## src/rtl/iface_data_driver_if.sv

```systemverilog
// Data interface I: one producer writes data through modport D, consumers read it through modport P.
interface I #(
  parameter int WIDTH = 32
);
  logic [WIDTH-1:0] data;

  modport D (output data);
  modport P (input  data);
endinterface

```

## src/rtl/iface_data_driver.sv

```systemverilog
// Producer-side driver for interface I: emits a bounded arithmetic sequence on i.data
// under a start/done handshake, with a direct-load path for arbitrary values.
module iface_data_driver #(
  parameter int WIDTH = 32,
  parameter int STEP  = 1,
  parameter int CNT_W = 8
) (
  input  logic             clk,
  input  logic             rst_n,
  input  logic             start,
  input  logic [CNT_W-1:0] count,
  input  logic             load_en,
  input  logic [WIDTH-1:0] load_val,
  output logic             busy,
  output logic             done,
  I.D                      i
);

  typedef enum logic [1:0] {
    IDLE = 2'd0,
    RUN  = 2'd1,
    DONE = 2'd2
  } state_e;

  localparam logic [WIDTH-1:0] STEP_W = WIDTH'(STEP);
  localparam logic [CNT_W-1:0] CNT_ONE = CNT_W'(1);

  state_e           state_q, state_d;
  logic [WIDTH-1:0] data_q, data_d;
  logic [CNT_W-1:0] rem_q, rem_d;
  logic             busy_q, done_q;

  // Next-state, data and remaining-count computation.
  always_comb begin
    state_d = state_q;
    data_d  = data_q;
    rem_d   = rem_q;
    case (state_q)
      IDLE: begin
        if (load_en) begin
          data_d = load_val;
        end else begin
          data_d = data_q;
        end
        if (start) begin
          if (count == {CNT_W{1'b0}}) begin
            state_d = DONE;
          end else begin
            state_d = RUN;
            rem_d   = count;
          end
        end else begin
          state_d = IDLE;
        end
      end
      RUN: begin
        // Carry out of the top bit is dropped: the sequence wraps modulo 2^WIDTH.
        data_d = data_q + STEP_W;
        rem_d  = rem_q - CNT_ONE;
        if (rem_q == CNT_ONE) begin
          state_d = DONE;
        end else begin
          state_d = RUN;
        end
      end
      DONE: begin
        state_d = IDLE;
      end
      default: begin
        state_d = IDLE;
        data_d  = {WIDTH{1'b0}};
        rem_d   = {CNT_W{1'b0}};
      end
    endcase
  end

  // State, data and status registers with synchronous active-low reset.
  always_ff @(posedge clk) begin
    if (!rst_n) begin
      state_q <= IDLE;
      data_q  <= {WIDTH{1'b0}};
      rem_q   <= {CNT_W{1'b0}};
      busy_q  <= 1'b0;
      done_q  <= 1'b0;
    end else begin
      state_q <= state_d;
      data_q  <= data_d;
      rem_q   <= rem_d;
      busy_q  <= (state_d == RUN) || (state_d == DONE);
      done_q  <= (state_d == DONE);
    end
  end

  assign i.data = data_q;
  assign busy   = busy_q;
  assign done   = done_q;

endmodule
```

## src/flat_wrapper.sv

```systemverilog
// flat-port wrapper written by rule: the top's interface ports become plain ports
module iface_data_driver_flat 
#(
  parameter int WIDTH = 32,
  parameter int STEP  = 1,
  parameter int CNT_W = 8
)
  (clk, rst_n, start, count, load_en, load_val, busy, done, i_data);
  I #(.WIDTH(WIDTH)) i_i ();
  input  logic clk;
  input  logic rst_n;
  input  logic start;
  input  logic [CNT_W-1:0] count;
  input  logic load_en;
  input  logic [WIDTH-1:0] load_val;
  output logic busy;
  output logic done;
  output wire logic [$bits(i_i.data)-1:0] i_data;
  assign i_data = i_i.data;
  iface_data_driver #(.WIDTH(WIDTH), .STEP(STEP), .CNT_W(CNT_W)) u_core (.clk(clk), .rst_n(rst_n), .start(start), .count(count), .load_en(load_en), .load_val(load_val), .busy(busy), .done(done), .i(i_i));
endmodule
```

## config.mk

```make
export PLATFORM = sky130hd
export DESIGN_NAME = iface_data_driver_flat
export DESIGN_NICKNAME = d
export VERILOG_FILES = /design/src/rtl/iface_data_driver_if.sv /design/src/rtl/iface_data_driver.sv /design/src/flat_wrapper.sv
export SDC_FILE = /design/constraint.sdc
export NUM_CORES = 1
export LEC_CHECK = 0
export CORE_MARGIN = 2
export CORE_UTILIZATION = 45
export DETAILED_ROUTE_END_ITERATION = 12
export PLACE_DENSITY = 0.79
export SYNTH_ARGS = -nofsm -noshare
export SYNTH_HDL_FRONTEND = slang
export SYNTH_SLANG_ARGS = --single-unit
export TNS_END_PERCENT = 50
```

## constraint.sdc

```tcl
create_clock -name clk -period 2.3 [get_ports clk]
set_clock_uncertainty 0.1 [all_clocks]
set_input_delay 0.46 -clock clk [delete_from_list [all_inputs] [get_ports clk]]
set_output_delay 0.46 -clock clk [all_outputs]
set_load 0.01 [all_outputs]
```

==> impl_metrics.json, run 1 <==
{
  "gr-total-overflow": 0,
  "cp-end-kind": "register",
  "worstPathArrival_ns": 2.21,
  "ff2ff_setup_slack_ns": 0.20,
  "ctsHoldBuffers": 0,
  "grt_first_pass_wirelength_um": 15000,
  "synth.area.top_cells": "dfxtp_1 32%, a21oi_1 6.8%, nor2_1 5.4%, nand2_1 4.8%, o21ai_0 4.5%",
  "vdd_ir_drop_max_mv": 0.327,
  "clock_path_buffers": 2,
  "p_leak_nw": 1.59,
  "power_w": 0.00216,
  "startpoint": "u_core.i.data[5]",
  "fin_nets": 520,
  "ant_nets": 0,
  "worstPathRequired_ns": 2.41,
  "synth_top_area_cell": "dfxtp_1",
  "firstDrtPassIters": 5,
  "numCtsBuffers": 5,
  "fp.dieH_um": 82.8,
  "synth-edff-count": 0,
  "vias": 3352,
  "crit_family": "simple AND/OR/NAND/NOR gates",
  "critPathSlowestCell": "or4_4",
  "clk_latency_ns": 0.31,
  "drc": 0,
  "cts_tree": "done",
  "fp-row-count": 28,
  "crit_fanout": 7,
  "synth-seq-area-share": 0.315,
  "core_sq_um": 5960,
  "drv_cap": 0,
  "num_antenna_cells": 0,
  "area_delta_synth_final_pct": 44.2,
  "io_buffer_count": 77,
  "synth.distinct_cells": 54,
  "synth_nets": 415,
  "min_period_ns": 2.10,
  "ys_ff_latch": 44,
  "initial_utilization": 0.469,
  "ys.flop_type": "dfxtp_1",
  "post_cts_buffers": 0,
  "fmax_mhz": 476,
  "grt_setup_unrepaired": "false",
  "dp_slack_ns": 0.0159,
  "min_path_type": "reg2reg",
  "slowest_delay_ns": 0.61,
  "timing.rr.start": "u_core.i.data[5]",
  "die-area_sq_um": 6860,
  "startpoint_type": "register",
  "clock_sinks": 44,
  "final-setup-viol-count": 0,
  "place_hpwl_um": 7020,
  "grt_pass1_vias": 3072,
  "async_flop_share": 0,
  "slew_violations": 0,
  "status": "finished clean",
  "yosys_warnings": 0,
  "critPathBufInv": 0,
  "grt_use_total": 0.287,
  "place.gp.congestion": 0.899,
  "clk_pin_slew_ns": 0.09,
  "viasPerCell": 6.12,
  "yosysTopAreaCellShare": 0.315,
  "relSlewSlack": 0.699,
  "min_from": "u_core.rem_q[5]",
  "tightest_slew_ns": 0.448,
  "wl_per_cell_um": 17.0,
  "postLayoutSetupSlackWorst_ns": 0.200,
  "synth_cells": 367,
  "syn_area_sq_um": 2790,
  "powerDensity_nw_per_um2": 536,
  "fin_crit_sh": 0.913,
  "fin_tns_setup_ns": 0,
  "ioPinCount": 78,
  "wirelength_um": 9330,
  "drive_gt1_frac": 0.144,
  "crit_type": "reg2reg",
  "worstPathCellList": "nand3_2 -> or4_4 -> nor2_2 -> nand3_1 -> o311ai_1",
  "avgSynthCellArea_sq_um": 7.61,
  "antenna_found_initial": 0,
  "hold_viol": 0,
  "grt_max_degree": 14,
  "htreeDepth": 2,
  "dr.first_iter.drc_count": 281,
  "cts_root_buf": "clkbuf_8",
  "die_w_um": 82.8
}
power by group:
part           switching (W)  internal (W)  total [W]  leakage, nW
clock network       0.000279      0.000384   0.000662       0.0645
registers          0.0000836      0.000823   0.000907        0.362
logic               0.000280      0.000312   0.000593         1.16
total               0.000642       0.00152    0.00216         1.59
cell type report:
type,instances,area (sq um)
well taps,75,93.8
repair buffers,120,1090
clock buffers,7,96.3
fillers,506,1930
inverters,8,30.0
clock inverters,1,30.0
multi-input cells,293,1810
flip-flops and latches,44,881
Yosys cell counts, drive strengths merged (5+ instances only):
| cell type | n |
|---|---|
| clkbuf | 16 |
| nand3 | 20 |
| mux2i | 7 |
| o21ai | 27 |
| nor4 | 11 |
| nand4 | 10 |
| or3 | 6 |
| buf | 6 |
| a21oi | 38 |
| or4 | 5 |
| nor2 | 41 |
| nand2 | 36 |
| o22ai | 5 |
| a31oi | 13 |
| nor3 | 12 |
| dfxtp | 44 |
| xnor2 | 6 |
| a32oi | 5 |
| inv | 8 |
| and3 | 8 |
final timing paths:
path / endpoint / cells after the start
worst max-delay path: u_core.i.data[19] / 5
worst min-delay path: u_core.rem_q[5] / 2
worst max register to register: u_core.i.data[19] / 5
worst min register to register: u_core.rem_q[5] / 2
per-layer routing:
layer | global-route usage | wire length (um)
met5 | 0 | 0
met4 | 0.0885 | 153
met3 | 0.0465 | 709
met2 | 0.473 | 4450
met1 | 0.386 | 4020
cells by family after synthesis:
group | count (synthesis) | share of synthesized area
AOI/OAI and AO/OA | 107 | 0.230
xor gates and xnor gates | 10 | 0.0313
adders and majority gates | 4 | 0.0179
buffers and inverters | 30 | 0.0452
DFF | 44 | 0.315
muxes | 7 | 0.0251
and+or+nand+nor | 165 | 0.335
worst min-delay path, stage by stage, from the launching register on:
cell     delay (ns)
dfxtp_1        0.32
o21ai_0        0.07
a21oi_1        0.06
stage by stage:
step	util	area, sq um	hold slack, ns	cells
after global placement	0.652	3880	0.383	540
after floorplan	-	2790	0.348	367
after global routing	0.677	4030	0.426	548
after CTS	0.674	4010	0.391	548
final	0.677	4030	0.391	548
after detailed placement	0.652	3880	0.378	540
registers in the layout, indices dropped and copies added (netlist names):
signal / cells
u_core.state_q: 2
u_core.i.data: 32
u_core.rem_q: 8
u_core.done: 1
u_core.busy: 1
placed cells by master (no fill, tap or decap), types with 6 or more instances in the layout:
cell,count
dfxtp_1,44
nor3_1,12
nand3_1,16
clkdlybuf4s50_1,77
nor2_1,40
clkbuf_8,7
nand2_1,36
a31oi_1,13
nand4_1,10
or3_1,6
and3_1,8
inv_1,7
o21ai_0,25
a21oi_1,38
buf_4,43
xnor2_1,6
mux2i_1,7
repair_timing:
item	CTS	global route
endpoints found under the setup margin	0	2
resized for setup	0	3
hold endpoints to repair	0	0
No activity file was read; power rests on OpenSTA's default activity.
==> inputs of run 2 (changes only) <==
==> constraint.sdc (replaced) <==
create_clock -name clk -period 2.3 [get_ports clk]
set_clock_uncertainty 0.1 [all_clocks]
set_input_delay 0.23 -clock clk [delete_from_list [all_inputs] [get_ports clk]]
set_output_delay 0.23 -clock clk [all_outputs]
set_load 0.01 [all_outputs]
==> impl_metrics.json, run 2 (same netlist as run 1, synthesis figures left out) <==
{
  "die_w_um": 82.8,
  "num-fill-cells": 512,
  "slew_violations": 0,
  "gr-total-overflow": 0,
  "grt_max_degree": 22,
  "reg2reg_depth": 6,
  "holdWs_ns": 0.383,
  "vias": 3200,
  "min_period_ns": 2.13,
  "startpoint_type": "register",
  "switching_share": 0.306,
  "cp_common_cell": "o21ai_0",
  "grt_use_total": 0.270,
  "ioPinCount": 78,
  "htreeDepth": 2,
  "pwr-share-clk": 0.264,
  "cp.depth": 6,
  "min_path_type": "in2reg",
  "worstPathRequired_ns": 2.43,
  "die-area_sq_um": 6860,
  "most-common-layout-cells": "77 x clkdlybuf4s50_1, 44 x dfxtp_1, 40 x nor2_1, 38 x a21oi_1, 36 x nand2_1",
  "area_delta_synth_final_pct": 40.1,
  "status": "finished clean",
  "drive_gt1_frac": 0.121,
  "utilization": 0.657,
  "power_frac_comb": 0.279,
  "fmax_mhz": 469,
  "hold_viol": 0,
  "multi_input_area_sq_um": 1790,
  "fin_crit_sh": 0.927,
  "place_hpwl_um": 6750,
  "power_w": 0.00199,
  "dr.first_iter.drc_count": 279,
  "clk_latency_ns": 0.29,
  "powerDensity_nw_per_um2": 509,
  "largest_register_ff_count": 32,
  "min_path_cells": 3,
  "antenna_found_initial": 0,
  "crit_family": "simple AND/OR/NAND/NOR gates",
  "seqPwrFrac": 0.456,
  "fin_nets": 511,
  "io_buffer_count": 77,
  "ctsHoldBuffers": 0,
  "firstDrtPassIters": 4,
  "power.internal_w": 0.00138,
  "post_cts_buffers": 0,
  "ant_nets": 0,
  "switching_power_w": 0.000610,
  "clock_sinks": 44,
  "ctsResizeCount": 0,
  "clock_path_buffers": 2,
  "fin_tns_setup_ns": 0,
  "cts_tree": "done",
  "tightest_slew_ns": 0.551,
  "layout_commonest_cell": "clkdlybuf4s50_1",
  "critPathSlowestCell": "or4_1",
  "crit_type": "reg2reg",
  "wl_per_cell_um": 16.4,
  "cp-end-kind": "register",
  "fp.dieH_um": 82.8,
  "relSlewSlack": 0.632,
  "crit_fanout": 6,
  "vdd_ir_drop_max_mv": 0.361,
  "core_sq_um": 5960,
  "wirelength_um": 8830,
  "grt_first_pass_wirelength_um": 14400,
  "final-setup-viol-count": 0,
  "grt_pass1_vias": 3084,
  "worstPathCellList": "or4_1 -> nor4b_2 -> o21ai_0 -> o21ai_0 -> ha_1 -> nor2_1",
  "slowest_delay_ns": 0.63,
  "place.gp.congestion": 0.869,
  "num_antenna_cells": 0,
  "viasPerCell": 5.95,
  "drv_cap": 0,
  "grt_setup_unrepaired": "false",
  "drc": 0,
  "cts_root_buf": "clkbuf_8",
  "regArea_sq_um": 881,
  "initial_utilization": 0.469,
  "clk_pin_slew_ns": 0.08,
  "p_leak_nw": 1.52,
  "worstPathArrival_ns": 2.27,
  "critPathBufInv": 0,
  "fp-row-count": 28,
  "numCtsBuffers": 5
}
## run 2: power groups by stage
stage | clock, W | combinational, W | sequential, W
after floorplan | 0 | 0.000261 | 0.000925
after global placement | 0 | 0.000543 | 0.000922
after detailed placement | 0 | 0.000550 | 0.000924
after CTS | 0.000534 | 0.000554 | 0.000906
after global routing | 0.000566 | 0.000610 | 0.000919
final | 0.000527 | 0.000557 | 0.000910
## run 2: per-stage QoR
stage	setup WS, ns	instances	cell area (sq um)
4_1_cts	0.157	538	3910
3_3_place_gp	0.217	531	3820
6_report	0.167	538	3910
3_5_place_dp	0.144	531	3820
5_1_grt	0.0211	538	3910
2_1_floorplan	0.365	367	2790
## run 2: layout make-up
class                           count  share of cell area
Inverter                            8             0.00767
Tap cell                           75              0.0240
Sequential cell                    44               0.225
Clock buffer                        7              0.0246
Multi-Input combinational cell    293               0.457
Timing Repair Buffer              111               0.262
## run 2: layer usage
| metal | track usage | up-vias | part of all wire |
|---|---|---|---|
| met4 | 0.0984 | 0 | 0.016 |
| met1 | 0.362 | 1506 | 0.44 |
| met5 | 0 | - | 0 |
| met3 | 0.0476 | 13 | 0.070 |
| li1 | - | 1554 | - |
| met2 | 0.435 | 127 | 0.47 |
## run 2: worst reg2reg max path, delay by kind of cell (launching register included)
family / cells / cell delay, ns
compound gates: 2 / 0.24
fa+ha+maj: 1 / 0.28
simple gates: 3 / 1.11
flops: 1 / 0.36
## run 2: worst paths after layout
| check | from | endpoint | slack [ns] |
|---|---|---|---|
| min reg2reg | u_core.i.data[17] | u_core.i.data[17] | 0.40 |
| max reg2reg | u_core.rem_q[2] | u_core.busy | 0.17 |
| min | load_val[12] | u_core.i.data[12] | 0.38 |
| max | u_core.rem_q[2] | u_core.busy | 0.17 |
==> inputs of run 3 (changes only) <==
--- a/config.mk
+++ b/config.mk
@@ -9,6 +9,7 @@
 export CORE_UTILIZATION = 45
 export DETAILED_ROUTE_END_ITERATION = 12
 export PLACE_DENSITY = 0.79
+export SLEW_MARGIN = 20
 export SYNTH_ARGS = -nofsm -noshare
 export SYNTH_HDL_FRONTEND = slang
 export SYNTH_SLANG_ARGS = --single-unit
==> results of run 3 <==
Final layout, timing and power as in run 2 (identical DEF).
